File: src/rtl/uop_pkg.sv
// Micro-op tag encodings shared by rename, the emit queue and dispatch.
// is_solo_uop() is the single definition of uops that must issue alone.
package uop_pkg;

    typedef logic [3:0] uop_tag_t;

    localparam uop_tag_t UOP_INT_ALU          = 4'd0;
    localparam uop_tag_t UOP_LD_U8            = 4'd1;
    localparam uop_tag_t UOP_ST_U8            = 4'd2;
    localparam uop_tag_t UOP_INT_MUL          = 4'd3;
    localparam uop_tag_t UOP_CAP_FENCE_PREFIX = 4'd4;
    localparam uop_tag_t UOP_CAP_LOAN_BEGIN   = 4'd5;
    localparam uop_tag_t UOP_BRANCH           = 4'd6;

    function automatic logic is_solo_uop(input uop_tag_t tag);
        return (tag == UOP_CAP_FENCE_PREFIX) ||
               (tag == UOP_CAP_LOAN_BEGIN);
    endfunction

endpackage

File: src/rtl/uop_ring.sv
// Circular uop buffer: one push port, pop of 0..2 entries per cycle,
// and two read ports at the head and head+1.
module uop_ring
    import uop_pkg::*;
#(
    parameter int DEPTH = 8,
    localparam int AW = $clog2(DEPTH)
) (
    input  logic          clk_i,
    input  logic          rst_ni,
    input  logic          flush_i,
    input  logic          push_i,
    input  uop_tag_t      push_data_i,
    input  logic [1:0]    pop_cnt_i,
    output uop_tag_t      rd0_o,
    output uop_tag_t      rd1_o,
    output logic [AW:0]   occ_o
);

    uop_tag_t        r_mem [DEPTH];
    logic [AW-1:0]   r_rd_ptr;
    logic [AW-1:0]   r_wr_ptr;
    logic [AW:0]     r_occ;
    logic [AW-1:0]   w_rd1_ptr;

    assign w_rd1_ptr = r_rd_ptr + AW'(1);
    assign rd0_o     = r_mem[r_rd_ptr];
    assign rd1_o     = r_mem[w_rd1_ptr];
    assign occ_o     = r_occ;

    // Storage carries no reset; occupancy alone decides what is valid.
    always_ff @(posedge clk_i) begin
        if (push_i && !flush_i) begin
            r_mem[r_wr_ptr] <= push_data_i;
        end
    end

    always_ff @(posedge clk_i or negedge rst_ni) begin
        if (!rst_ni) begin
            r_rd_ptr <= '0;
            r_wr_ptr <= '0;
            r_occ    <= '0;
        end else if (flush_i) begin
            r_rd_ptr <= '0;
            r_wr_ptr <= '0;
            r_occ    <= '0;
        end else begin
            if (push_i) begin
                r_wr_ptr <= r_wr_ptr + AW'(1);
            end
            r_rd_ptr <= r_rd_ptr + AW'(pop_cnt_i);
            r_occ    <= r_occ + (AW+1)'(push_i)
                              - (AW+1)'(pop_cnt_i);
        end
    end

endmodule

File: src/rtl/rename_emit_queue.sv
// Rename-to-dispatch emit queue: forms beats of up to two uop tags.
// Two-lane pairing is enabled by defining RENAME_EMIT_DUAL_EN.
module rename_emit_queue
    import uop_pkg::*;
#(
    parameter int DEPTH    = 8,
    parameter int MAX_UOPS = 2,
    localparam int AW = $clog2(DEPTH)
) (
    input  logic          clk_i,
    input  logic          rst_ni,
    input  logic          flush_i,
    input  logic          decode_valid_i,
    input  uop_tag_t      decode_uop_i,
    output logic          decode_ready_o,
    output logic          rename_valid_o,
    output uop_tag_t      rename_uop0_o,
    output uop_tag_t      rename_uop1_o,
    output logic [1:0]    rename_uop_count_o,
    input  logic          dispatch_ready_i,
    output logic [AW:0]   occupancy_o,
    output logic [15:0]   emitted_count_o,
    output logic [15:0]   stall_count_o
);

`ifdef RENAME_EMIT_DUAL_EN
    localparam bit DUAL_BUILD = 1'b1;
`else
    localparam bit DUAL_BUILD = 1'b0;
`endif
    localparam bit        LANE1_EN = DUAL_BUILD && (MAX_UOPS == 2);
    localparam logic [AW:0] FULL   = (AW+1)'(DEPTH);
    localparam logic [AW:0] TWO    = (AW+1)'(2);

    uop_tag_t     w_rd0;
    uop_tag_t     w_rd1;
    logic [AW:0]  w_occ;
    logic         w_push;
    logic         w_fire;
    logic         w_lane0_v;
    logic         w_lane1_v;
    logic [1:0]   w_count;
    logic [1:0]   w_pop_cnt;
    logic [15:0]  r_emitted;
    logic [15:0]  r_stalls;

    // Ready looks only at occupancy, so no path from dispatch_ready_i.
    assign decode_ready_o = (w_occ != FULL);
    assign w_push         = decode_valid_i && decode_ready_o;

    uop_ring #(
        .DEPTH       (DEPTH)
    ) u_ring (
        .clk_i       (clk_i),
        .rst_ni      (rst_ni),
        .flush_i     (flush_i),
        .push_i      (w_push),
        .push_data_i (decode_uop_i),
        .pop_cnt_i   (w_pop_cnt),
        .rd0_o       (w_rd0),
        .rd1_o       (w_rd1),
        .occ_o       (w_occ)
    );

    always_comb begin
        w_lane0_v = (w_occ != '0);
        w_lane1_v = LANE1_EN && (w_occ >= TWO) &&
                    !is_solo_uop(w_rd0) && !is_solo_uop(w_rd1);
        w_count   = 2'd0;
        if (w_lane1_v) begin
            w_count = 2'd2;
        end else if (w_lane0_v) begin
            w_count = 2'd1;
        end
    end

    assign rename_valid_o     = w_lane0_v;
    assign rename_uop_count_o = w_count;
    assign rename_uop0_o      = w_lane0_v ? w_rd0 : '0;
    assign rename_uop1_o      = w_lane1_v ? w_rd1 : '0;

    assign w_fire    = rename_valid_o && dispatch_ready_i;
    assign w_pop_cnt = w_fire ? w_count : 2'd0;

    // A fire in a flush cycle is discarded, so it is not counted.
    always_ff @(posedge clk_i or negedge rst_ni) begin
        if (!rst_ni) begin
            r_emitted <= '0;
            r_stalls  <= '0;
        end else begin
            if (w_fire && !flush_i) begin
                r_emitted <= r_emitted + 16'(w_count);
            end
            if (rename_valid_o && !dispatch_ready_i) begin
                r_stalls <= r_stalls + 16'd1;
            end
        end
    end

    assign occupancy_o     = w_occ;
    assign emitted_count_o = r_emitted;
    assign stall_count_o   = r_stalls;

endmodule
File: config.mk
export PLATFORM = sky130hd
export DESIGN_NAME = rename_emit_queue
export DESIGN_NICKNAME = d
export VERILOG_FILES = /design/src/rtl/uop_pkg.sv /design/src/rtl/uop_ring.sv /design/src/rtl/rename_emit_queue.sv
export SDC_FILE = /design/constraint.sdc
export NUM_CORES = 1
export LEC_CHECK = 0
export BUFFER_PORTS_ARGS = -buffer_cell sky130_fd_sc_hd__clkbuf_2
export CELL_PAD_IN_SITES_DETAIL_PLACEMENT = 0
export CELL_PAD_IN_SITES_GLOBAL_PLACEMENT = 1
export CORE_MARGIN = 1
export CORE_UTILIZATION = 41
export CTS_CLUSTER_DIAMETER = 40
export DETAILED_ROUTE_END_ITERATION = 6
export PLACE_DENSITY_LB_ADDON = 0.1
export SKIP_CTS_REPAIR_TIMING = 1
export SYNTH_ARGS = -nofsm -noshare
export SYNTH_HDL_FRONTEND = slang
export SYNTH_SLANG_ARGS = --single-unit
File: constraint.sdc
create_clock -name clk_i -period 2.5 [get_ports clk_i]
set_clock_uncertainty 0.15 [all_clocks]
set_input_delay 0.25 -clock clk_i [delete_from_list [all_inputs] [get_ports clk_i]]
set_output_delay 0.25 -clock clk_i [all_outputs]
set_load 0.05 [all_outputs]
==> out/results.txt, run 1 <==
count of port buffers added during placement = 51
first-pass GRT wire length = 10270 µm
HPWL after detailed placement = 4403 µm
final number of hold-violating endpoints = 0
GRT Total Usage = 16.19%
vertical extent of the die = 92.15 µm
setup repair after global routing missed its margin = false
die extent in x = 92.15 µm
Leakage Power = 1.759 nW
number of buffers created by CTS = 9
pin count of the biggest net entering global routing = 24
count of distinct cell types in the synthesized netlist = 38
Final Hold Slack = 46.82 ps
GRT busiest layer = met2
maximum clock insertion buffer count = 2
total core area = 7807 µm²
CP Max Fanout = 4
TritonCTS clock tree = built
proportion of synthesized flip-flops having asynchronous set or reset = 56.76%
number of global-route vias before repair = 1991
synthesis-to-layout area growth = 20.35%
met2 routing resource usage after global routing = 25.37%
routed wire length per instance = 14.99 µm
number of standard-cell rows in the floorplan = 32
Post-synth EDFFs = 32
worst min-delay path class = input port to register
highest achievable clock rate = 424.7 MHz
VDD IR-drop max = 0.6412 mV
reported max-cap violation count = 0
most instantiated cells after synthesis = 42 x sky130_fd_sc_hd__dfrtp_1, 32 x sky130_fd_sc_hd__edfxtp_1, 23 x sky130_fd_sc_hd__nor2_1
max-slew violation count = 0
critical path launch point type = register
Diodes inserted = 0
I/O pin total = 57
largest cells by area after synthesis = sky130_fd_sc_hd__dfrtp_1 32%, sky130_fd_sc_hd__edfxtp_1 29%, sky130_fd_sc_hd__mux4_2 5.4%
synthesized area divided by synthesized cell count = 13.66 µm²
leftover overflow at the end of global routing = 0
flip-flop and latch count after synthesis = 74
Synth warnings = 0
count of clock tree sinks = 74
top flip-flop cell by instance count after synthesis = sky130_fd_sc_hd__dfrtp_1
Antenna Violating Nets Remaining = 0
worst slew margin relative to its limit = 59.45%
number of iterations in the first detailed-routing pass = 4
start-to-end type of the worst setup path = register to register
arrival time worst endpoint = 2430 ps
Iteration-0 DRC Markers = 96
slew at the pin with the worst max-slew slack = 603.3 ps
GP Congestion = 0.7242
die footprint = 8492 µm²
post-synthesis cell count = 244
min cycle time layout = 2355 ps
summed instance area of the synthesized netlist = 3332 µm²
number of remaining DRC errors = 0
top-area cell type share of the netlist area = 31.54%
starting density of the core = 42.68%
PD cells = 1088 nW/µm²
total detailed-routing wirelength = 6219 µm
required time of the critical path = 2580 ps
worst skew pair latency = 340 ps
library cell with the highest instance count after synthesis = sky130_fd_sc_hd__dfrtp_1
result of the run = completed
sort of element at the end of the critical path = register
Global Route met1 Usage = 21.74%
fraction of final layout cells with drive strength greater than 1 = 33.55%
antenna violations before repair = 0
most area-hungry cell type in the Yosys netlist = sky130_fd_sc_hd__dfrtp_1
Filler Cells Inserted = 709
via count = 2019
deepest level of the CTS H-tree = 3
clock transition time at the flip-flop clock pins of the worst setup and hold paths = 80 ps
final setup vio count = 0
Finished Core Util = 51.36%
share of the clock period used by the worst path = 94.18%
met3 GRT Util = 3.897%
routed vias/inst = 4.865
sequential area share after synthesis = 60.38%
CTS Root Cell = sky130_fd_sc_hd__clkbuf_8
number of nets at the end of the flow = 330
==> critical path: stages (launching register included) <==
cell and delay (ps):
sky130_fd_sc_hd__dfrtp_2 410, sky130_fd_sc_hd__inv_2 90, sky130_fd_sc_hd__ha_1 140, sky130_fd_sc_hd__or3b_1 380, sky130_fd_sc_hd__nand2_2 120, sky130_fd_sc_hd__ha_4 210
sky130_fd_sc_hd__inv_2 60, sky130_fd_sc_hd__ha_4 130, sky130_fd_sc_hd__fa_2 420, sky130_fd_sc_hd__nor2b_1 130
==> cell families (layout without fill, tap and decap cells) <==
kind of cell,after synthesis,in the layout,synth area share (%)
adders and majority gates,13,13,5.107
muxes,15,15,7.623
other,1,5,0.1125
AOI/OAI and AO/OA,3,3,0.5258
buffers and inverters,19,84,2.929
xor gates and xnor gates,34,34,8.937
DFF,74,74,60.38
and+or+nand+nor,85,85,14.38
==> final timing paths <==
check                                                      from                               to  slack [ps]  cells past startpoint
worst max register to register        u_ring.occ_o[2]$_DFF_PN0_        u_ring.occ_o[1]$_DFF_PN0_         150                      9
worst min register to register  emitted_count_o[15]$_DFFE_PN0P_  emitted_count_o[15]$_DFFE_PN0P_         320                      1
min in group asynchronous                                rst_ni  emitted_count_o[15]$_DFFE_PN0P_         300                      2
worst min-delay path                            decode_uop_i[1]     u_ring.r_mem[0][1]$_DFFE_PP_          50                      1
worst max-delay path                  u_ring.occ_o[2]$_DFF_PN0_        u_ring.occ_o[1]$_DFF_PN0_         150                      9
max in group asynchronous                                rst_ni        u_ring.occ_o[3]$_DFF_PN0_        1280                      3
==> cell usage in the layout (no fill, tap or decap), types with 9 or more instances in the layout <==
cell type / n
sky130_fd_sc_hd__clkbuf_8: 9
sky130_fd_sc_hd__xnor2_1: 20
sky130_fd_sc_hd__nor2_1: 23
sky130_fd_sc_hd__dfrtp_1: 40
sky130_fd_sc_hd__xor2_1: 14
sky130_fd_sc_hd__and3_1: 9
sky130_fd_sc_hd__clkbuf_2: 51
sky130_fd_sc_hd__edfxtp_1: 32
sky130_fd_sc_hd__nand3_1: 9
sky130_fd_sc_hd__ha_1: 9
sky130_fd_sc_hd__buf_4: 9
sky130_fd_sc_hd__nand2_1: 12
==> registers in the layout, indices dropped and copies added, names as in the netlist <==
signal           count
u_ring.r_rd_ptr      3
stall_count_o       16
u_ring.occ_o         4
u_ring.r_mem        32
emitted_count_o     16
u_ring.r_wr_ptr      3
==> metrics by stage <==
stage | instances | setup TNS [ps] | cell area, µm² | power (mW) | setup WS (ps)
2_1_floorplan | 248 | -891.1 | 3406 | 2.955 | -273.0
3_5_place_dp | 397 | 0 | 3775 | 3.399 | 129.7
6_report | 415 | 0 | 4010 | 4.362 | 145.5
5_1_grt | 415 | 0 | 4010 | 4.621 | 12.45
4_1_cts | 413 | 0 | 3993 | 4.425 | 115.3
3_3_place_gp | 397 | 0 | 3775 | 3.374 | 167.5
==> area by class of cell <==
| type | instances | area, µm² | share of cell area (%) |
|---|---|---|---|
| Inverter | 7 | 28.78 | 0.7176 |
| Timing Repair Buffer | 61 | 332.8 | 8.300 |
| Clock inverter | 7 | 93.84 | 2.340 |
| Multi-Input combinational cell | 155 | 1289 | 32.14 |
| Tap cell | 102 | 127.6 | 3.183 |
| Sequential cell | 74 | 2014 | 50.23 |
| Clock buffer | 9 | 123.9 | 3.089 |
==> layer usage <==
| metal | wire length [µm] | vias up |
|---|---|---|
| met5 | 0 | - |
| met4 | 64 | 0 |
| met3 | 259 | 5 |
| met2 | 3027 | 41 |
| met1 | 2867 | 988 |
| li1 | - | 985 |
==> report_power, final <==
part | leakage [nW] | total (mW) | internal [mW] | switching (mW)
Sequential | 0.845 | 1.61 | 1.43 | 0.186
Combinational | 0.806 | 1.73 | 0.572 | 1.16
Clock | 0.107 | 1.02 | 0.560 | 0.456
Total | 1.76 | 4.36 | 2.56 | 1.80
(Power assumes the default switching activity.)
==> run 2: changes to the inputs <==
--- a/config.mk
+++ b/config.mk
@@ -6,7 +6,7 @@
 export NUM_CORES = 1
 export LEC_CHECK = 0
 export BUFFER_PORTS_ARGS = -buffer_cell sky130_fd_sc_hd__clkbuf_2
-export CELL_PAD_IN_SITES_DETAIL_PLACEMENT = 0
+export CELL_PAD_IN_SITES_DETAIL_PLACEMENT = 1
 export CELL_PAD_IN_SITES_GLOBAL_PLACEMENT = 1
 export CORE_MARGIN = 1
 export CORE_UTILIZATION = 41
==> out/results.txt, run 2 (synthesis gave the netlist of run 1 again) <==
most common cell after layout, fill and taps aside = sky130_fd_sc_hd__clkbuf_2 (unchanged)
GRT Total Usage = 17.43% (was 16.19%)
Iteration-0 DRC Markers = 85 (was 96)
die extent in x = 92.15 µm (unchanged)
total detailed-routing wirelength = 6689 µm (was 6219 µm)
number of buffers created by CTS = 9 (unchanged)
final design instance area without fill = 3963 µm² (was 4010 µm²)
fraction of final layout cells with drive strength greater than 1 = 33.55% (unchanged)
highest achievable clock rate = 423.4 MHz (was 424.7 MHz)
HPWL after detailed placement = 4833 µm (was 4403 µm)
GRT busiest layer = met2 (unchanged)
Global Route met1 Usage = 21.99% (was 21.74%)
setup repair after global routing missed its margin = false (unchanged)
result of the run = completed (unchanged)
number of nets at the end of the flow = 330 (unchanged)
GP Congestion = 0.7242 (unchanged)
leftover overflow at the end of global routing = 0 (unchanged)
clock transition time at the flip-flop clock pins of the worst setup and hold paths = 80 ps (about the same)
routed vias/inst = 4.969 (was 4.865)
maximum clock insertion buffer count = 2 (unchanged)
share of the clock period used by the worst path = 94.47% (was 94.18%)
post-route non-filler standard cell count = 415 (unchanged)
Antenna Violating Nets Remaining = 0 (unchanged)
synthesis-to-layout area growth = 18.93% (was 20.35%)
PD cells = 1052 nW/µm² (was 1088 nW/µm²)
number of global-route vias before repair = 2194 (was 1991)
met3 GRT Util = 2.736% (was 3.897%)
antenna violations before repair = 0 (unchanged)
deepest level of the CTS H-tree = 3 (unchanged)
commonest cells after routing, fill and taps aside = 51 x sky130_fd_sc_hd__clkbuf_2, 40 x sky130_fd_sc_hd__dfrtp_1, 32 x sky130_fd_sc_hd__edfxtp_1, 23 x sky130_fd_sc_hd__nor2_1, 20 x sky130_fd_sc_hd__xnor2_1 (unchanged)
total core area = 7807 µm² (unchanged)
number of iterations in the first detailed-routing pass = 4 (unchanged)
reported max-cap violation count = 0 (unchanged)
CTS Root Cell = sky130_fd_sc_hd__clkbuf_8 (unchanged)
arrival time worst endpoint = 2480 ps (was 2430 ps)
die footprint = 8492 µm² (unchanged)
CP Max Fanout = 3 (was 4)
number of remaining DRC errors = 0 (unchanged)
first-pass GRT wire length = 11180 µm (was 10270 µm)
count of port buffers added during placement = 51 (unchanged)
required time of the critical path = 2620 ps (was 2580 ps)
post-placement setup slack = 104.5 ps (was 129.7 ps)
number of standard-cell rows in the floorplan = 32 (unchanged)
worst skew pair latency = 330 ps (was 340 ps)
worst slew margin relative to its limit = 59.90% (was 59.45%)
Final Hold Slack = 52.31 ps (was 46.82 ps)
via count = 2062 (was 2019)
routed wire length per instance = 16.12 µm (was 14.99 µm)
pin count of the biggest net entering global routing = 24 (unchanged)
standard cell area after detailed placement = 3775 µm² (unchanged)
final number of hold-violating endpoints = 0 (unchanged)
Diodes inserted = 0 (unchanged)
flop2flop setup slack = 140 ps (was 150 ps)
start-to-end type of the worst setup path = register to register (unchanged)
worst setup margin = 138.4 ps (was 145.5 ps)
I/O pin total = 57 (unchanged)
final setup vio count = 0 (unchanged)
Top reg by flops = u_ring.r_mem (unchanged)
max-slew violation count = 0 (unchanged)
worst min-delay path class = input port to register (unchanged)
VDD IR-drop max = 0.6385 mV (was 0.6412 mV)
starting density of the core = 42.68% (unchanged)
slew at the pin with the worst max-slew slack = 596.5 ps (was 603.3 ps)
sort of element at the end of the critical path = register (unchanged)
TritonCTS clock tree = built (unchanged)
critical path launch point type = register (unchanged)
min cycle time layout = 2362 ps (was 2355 ps)
instance count after placement with tap cells included = 397 (unchanged)
met2 routing resource usage after global routing = 29.35% (was 25.37%)
Largest register FFs = 32 (unchanged)
total power = 4.168 mW (was 4.362 mW)
Leakage Power = 1.734 nW (was 1.759 nW)
count of clock tree sinks = 74 (unchanged)
vertical extent of the die = 92.15 µm (unchanged)
## run 2: changes by cell type in the layout (fill, tap and decap cells not counted), sizes merged
cell | previous run | this run
bufinv | 2 | 0
clkinv | 4 | 5
clkinvlp | 1 | 2
## run 2: worst max-delay path, cell delays in order (launching register included)
cell and delay (ps):
sky130_fd_sc_hd__dfrtp_2 410, sky130_fd_sc_hd__inv_2 100, sky130_fd_sc_hd__ha_4 130, sky130_fd_sc_hd__nor3b_4 230, sky130_fd_sc_hd__inv_4 60, sky130_fd_sc_hd__and2_4 150
sky130_fd_sc_hd__ha_4 250, sky130_fd_sc_hd__inv_2 30, sky130_fd_sc_hd__ha_4 150, sky130_fd_sc_hd__fa_2 510, sky130_fd_sc_hd__nor2b_1 110
## run 2: cell type report
class	instances	area [µm²]
Timing Repair Buffer	61	332.8
Sequential cell	74	2014
Inverter	7	28.78
Clock inverter	7	46.29
Tap cell	102	127.6
Multi-Input combinational cell	155	1289
Fill cell	837	3845
Clock buffer	9	123.9
## run 2: layer usage
layer	up-vias	wire (µm)
met1	1035	3014
met3	6	168
met4	0	94
li1	983	-
met5	-	0
met2	38	3413
## run 2: path summary, 6_finish.rpt
| kind | startpoint | endpoint | cells after the start |
|---|---|---|---|
| setup / recovery | u_ring.occ_o[2]$_DFF_PN0_ | u_ring.occ_o[1]$_DFF_PN0_ | 10 |
| hold / removal | decode_uop_i[3] | u_ring.r_mem[2][3]$_DFFE_PP_ | 1 |
| setup reg to reg | u_ring.occ_o[2]$_DFF_PN0_ | u_ring.occ_o[1]$_DFF_PN0_ | 10 |
| hold reg to reg | stall_count_o[15]$_DFFE_PN0P_ | stall_count_o[15]$_DFFE_PN0P_ | 1 |
| max in group asynchronous | rst_ni | u_ring.occ_o[3]$_DFF_PN0_ | 3 |
| min in group asynchronous | rst_ni | emitted_count_o[13]$_DFFE_PN0P_ | 2 |
## run 2: through the flow
step,TNS (ps),util (%)
6_report,0,50.75
5_1_grt,0,50.75
4_1_cts,0,50.53
3_5_place_dp,0,48.35
3_3_place_gp,0,48.35
2_1_floorplan,-891.1,-
## run 2: power by group
group | internal [mW] | total [mW] | switching, mW
logic | 0.568 | 1.74 | 1.17
clock network | 0.357 | 0.816 | 0.460
registers | 1.43 | 1.62 | 0.188
total | 2.35 | 4.17 | 1.82
==> run 3: changes to the inputs <==
--- a/config.mk
+++ b/config.mk
@@ -8,12 +8,13 @@
 export BUFFER_PORTS_ARGS = -buffer_cell sky130_fd_sc_hd__clkbuf_2
 export CELL_PAD_IN_SITES_DETAIL_PLACEMENT = 1
 export CELL_PAD_IN_SITES_GLOBAL_PLACEMENT = 1
-export CORE_MARGIN = 1
 export CORE_UTILIZATION = 41
 export CTS_CLUSTER_DIAMETER = 40
 export DETAILED_ROUTE_END_ITERATION = 6
+export HOLD_SLACK_MARGIN = 0.08
 export PLACE_DENSITY_LB_ADDON = 0.1
 export SKIP_CTS_REPAIR_TIMING = 1
 export SYNTH_ARGS = -nofsm -noshare
 export SYNTH_HDL_FRONTEND = slang
 export SYNTH_SLANG_ARGS = --single-unit
+export TNS_END_PERCENT = 5
==> out/results.txt, run 3 (synthesis gave the netlist of run 1 again) <==
TritonCTS clock tree = built (unchanged)
Leakage Power = 1.785 nW (was 1.734 nW)
start-to-end type of the worst setup path = register to register (unchanged)
CTS Root Cell = sky130_fd_sc_hd__clkbuf_8 (unchanged)
antenna violations before repair = 0 (unchanged)
share of the clock period used by the worst path = 95.73% (was 94.47%)
final number of hold-violating endpoints = 0 (unchanged)
critical path launch point type = register (unchanged)
depth of the worst register-to-register path = 11 (was 10)
total power = 4.405 mW (was 4.168 mW)
number of cells on the worst hold path = 2 (was 1)
total core area = 7807 µm² (unchanged)
Critical path buffers and inverters = 2 (was 3)
Antenna Violating Nets Remaining = 0 (unchanged)
leftover overflow at the end of global routing = 0 (unchanged)
highest achievable clock rate = 417.9 MHz (was 423.4 MHz)
cell family with most CP delay = simple AND/OR/NAND/NOR gates (was adder cells)
instance count after placement with tap cells included = 398 (was 397)
worst skew pair latency = 350 ps (was 330 ps)
Register Area = 2014 µm² (unchanged)
result of the run = completed (unchanged)
switching power = 1.830 mW (was 1.816 mW)
die extent in x = 92.15 µm (unchanged)
vertical extent of the die = 92.15 µm (unchanged)
pin count of the biggest net entering global routing = 23 (was 24)
GP Congestion = 0.7146 (was 0.7242)
fraction of final layout cells with drive strength greater than 1 = 32.70% (was 33.55%)
synthesis-to-layout area growth = 22.34% (was 18.93%)
clock transition time at the flip-flop clock pins of the worst setup and hold paths = 80 ps (about the same)
share of total power in the clock network = 23.7% (was 19.6%)
critical path's most frequent cell = sky130_fd_sc_hd__ha_1 (was sky130_fd_sc_hd__ha_4)
count of clock tree sinks = 74 (unchanged)
number of stages on the worst setup path = 11 (was 10)
Iteration-0 DRC Markers = 60 (was 85)
I/O pin total = 57 (unchanged)
maximum clock insertion buffer count = 2 (unchanged)
GRT Total Usage = 17.92% (was 17.43%)
most common cell after layout, fill and taps aside = sky130_fd_sc_hd__clkbuf_2 (unchanged)
cells traversed along the worst timing path = inv_2 -> ha_1 -> or3b_1 -> nand2_2 -> ha_4 -> inv_1 -> ha_1 -> a21o_1 -> a21oi_1 -> xnor2_1 -> nor2_1 (was inv_2 -> ha_4 -> nor3b_4 -> inv_4 -> and2_4 -> ha_4 -> inv_2 -> ha_4 -> fa_2 -> nor2b_1)
number of nets at the end of the flow = 335 (was 330)
number of remaining DRC errors = 0 (unchanged)
count of port buffers added during placement = 51 (unchanged)
crit path max-delay cell type = sky130_fd_sc_hd__dfrtp_2 (was sky130_fd_sc_hd__fa_2)
HPWL after detailed placement = 4860 µm (was 4833 µm)
Seq pwr share = 36.7% (was 38.8%)
number of iterations in the first detailed-routing pass = 4 (unchanged)
Largest register FFs = 32 (unchanged)
reported max-cap violation count = 0 (unchanged)
worst min-delay path class = input port to register (unchanged)
number of global-route vias before repair = 2169 (was 2194)
switching fraction of total power = 41.55% (was 43.57%)
standard cell area after detailed placement = 3786 µm² (was 3775 µm²)
max-slew violation count = 0 (unchanged)
Filler Cells Inserted = 821 (was 837)
final design instance area without fill = 4076 µm² (was 3963 µm²)
post-placement setup slack = 93.30 ps (was 104.5 ps)
routed vias/inst = 4.974 (was 4.969)
number of standard-cell rows in the floorplan = 32 (unchanged)
starting density of the core = 42.68% (unchanged)
via count = 2089 (was 2062)
total area of multi-input combinational cells = 1280 µm² (was 1289 µm²)
min cycle time layout = 2393 ps (was 2362 ps)
worst slew margin relative to its limit = 60.89% (was 59.90%)
number of buffers created by CTS = 9 (unchanged)
PD cells = 1081 nW/µm² (was 1052 nW/µm²)
setup repair after global routing missed its margin = true (was false)
Final TNS setup = 0 ps (unchanged)
required time of the critical path = 2570 ps (was 2620 ps)
worst stage delay on the critical path = 410 ps (was 510 ps)
first-pass GRT wire length = 11290 µm (was 11180 µm)
CP Max Fanout = 4 (was 3)
Top reg by flops = u_ring.r_mem (unchanged)
Diodes inserted = 0 (unchanged)
slew at the pin with the worst max-slew slack = 586.7 ps (was 596.5 ps)
combinational cell fraction of total power = 39.7% (was 41.7%)
Finished Core Util = 52.21% (was 50.75%)
Internal Pwr Total = 2.575 mW (was 2.352 mW)
commonest cells after routing, fill and taps aside = 51 x sky130_fd_sc_hd__clkbuf_2, 40 x sky130_fd_sc_hd__dfrtp_1, 32 x sky130_fd_sc_hd__edfxtp_1, 23 x sky130_fd_sc_hd__nor2_1, 20 x sky130_fd_sc_hd__xnor2_1 (unchanged)
post-route non-filler standard cell count = 420 (was 415)
total detailed-routing wirelength = 6676 µm (was 6689 µm)
deepest level of the CTS H-tree = 3 (unchanged)
Final Hold Slack = 113.1 ps (was 52.31 ps)
arrival time worst endpoint = 2470 ps (was 2480 ps)
final setup vio count = 0 (unchanged)
worst setup margin = 106.9 ps (was 138.4 ps)
routed wire length per instance = 15.90 µm (was 16.12 µm)
sort of element at the end of the critical path = register (unchanged)
VDD IR-drop max = 0.5914 mV (was 0.6385 mV)
die footprint = 8492 µm² (unchanged)
## run 3: power groups by stage
stage	registers (mW)	logic, mW	clock network, mW
4_1_cts	1.62	1.77	1.07
6_report	1.62	1.75	1.04
5_1_grt	1.66	1.90	1.13
3_5_place_dp	1.64	1.77	0
3_3_place_gp	1.64	1.73	0
2_1_floorplan	1.99	0.949	0
## run 3: final timing paths
kind / startpoint / end / slack [ps]
min in group asynchronous: rst_ni / stall_count_o[15]$_DFFE_PN0P_ / 280
max in group asynchronous: rst_ni / u_ring.r_wr_ptr[2]$_DFFE_PN0P_ / 1390
setup / recovery: u_ring.occ_o[2]$_DFF_PN0_ / u_ring.occ_o[3]$_DFF_PN0_ / 110
hold reg to reg: stall_count_o[15]$_DFFE_PN0P_ / stall_count_o[15]$_DFFE_PN0P_ / 330
hold / removal: flush_i / u_ring.occ_o[2]$_DFF_PN0_ / 110
setup reg to reg: u_ring.occ_o[2]$_DFF_PN0_ / u_ring.occ_o[3]$_DFF_PN0_ / 110
## run 3: final cells by class
type,count,area share (%)
repair buffers,66,9.791
clock inverters,7,2.517
well taps,102,3.131
inverters,7,0.7060
multi-input cells,155,31.40
flip-flops and latches,74,49.42
clock buffers,9,3.039
## run 3: worst reg2reg max path, delay by kind of cell, from the launching register on
kind | cells | cell delay (ps)
and+or+nand+nor | 3 | 570
AOI/OAI and AO/OA | 2 | 320
xor gates and xnor gates | 1 | 130
adders and majority gates | 3 | 550
buffers and inverters | 2 | 150
DFF | 1 | 410
## run 3: per-layer routing
metal | share of wire, % | up-vias | wire [µm] | track usage [%]
li1 | - | 998 | - | -
met1 | 46 | 1040 | 3089 | 23.21
met2 | 49 | 42 | 3279 | 28.92
met3 | 3.0 | 9 | 202 | 3.980
met4 | 1.6 | 0 | 105 | 7.813
met5 | 0 | - | 0 | 0
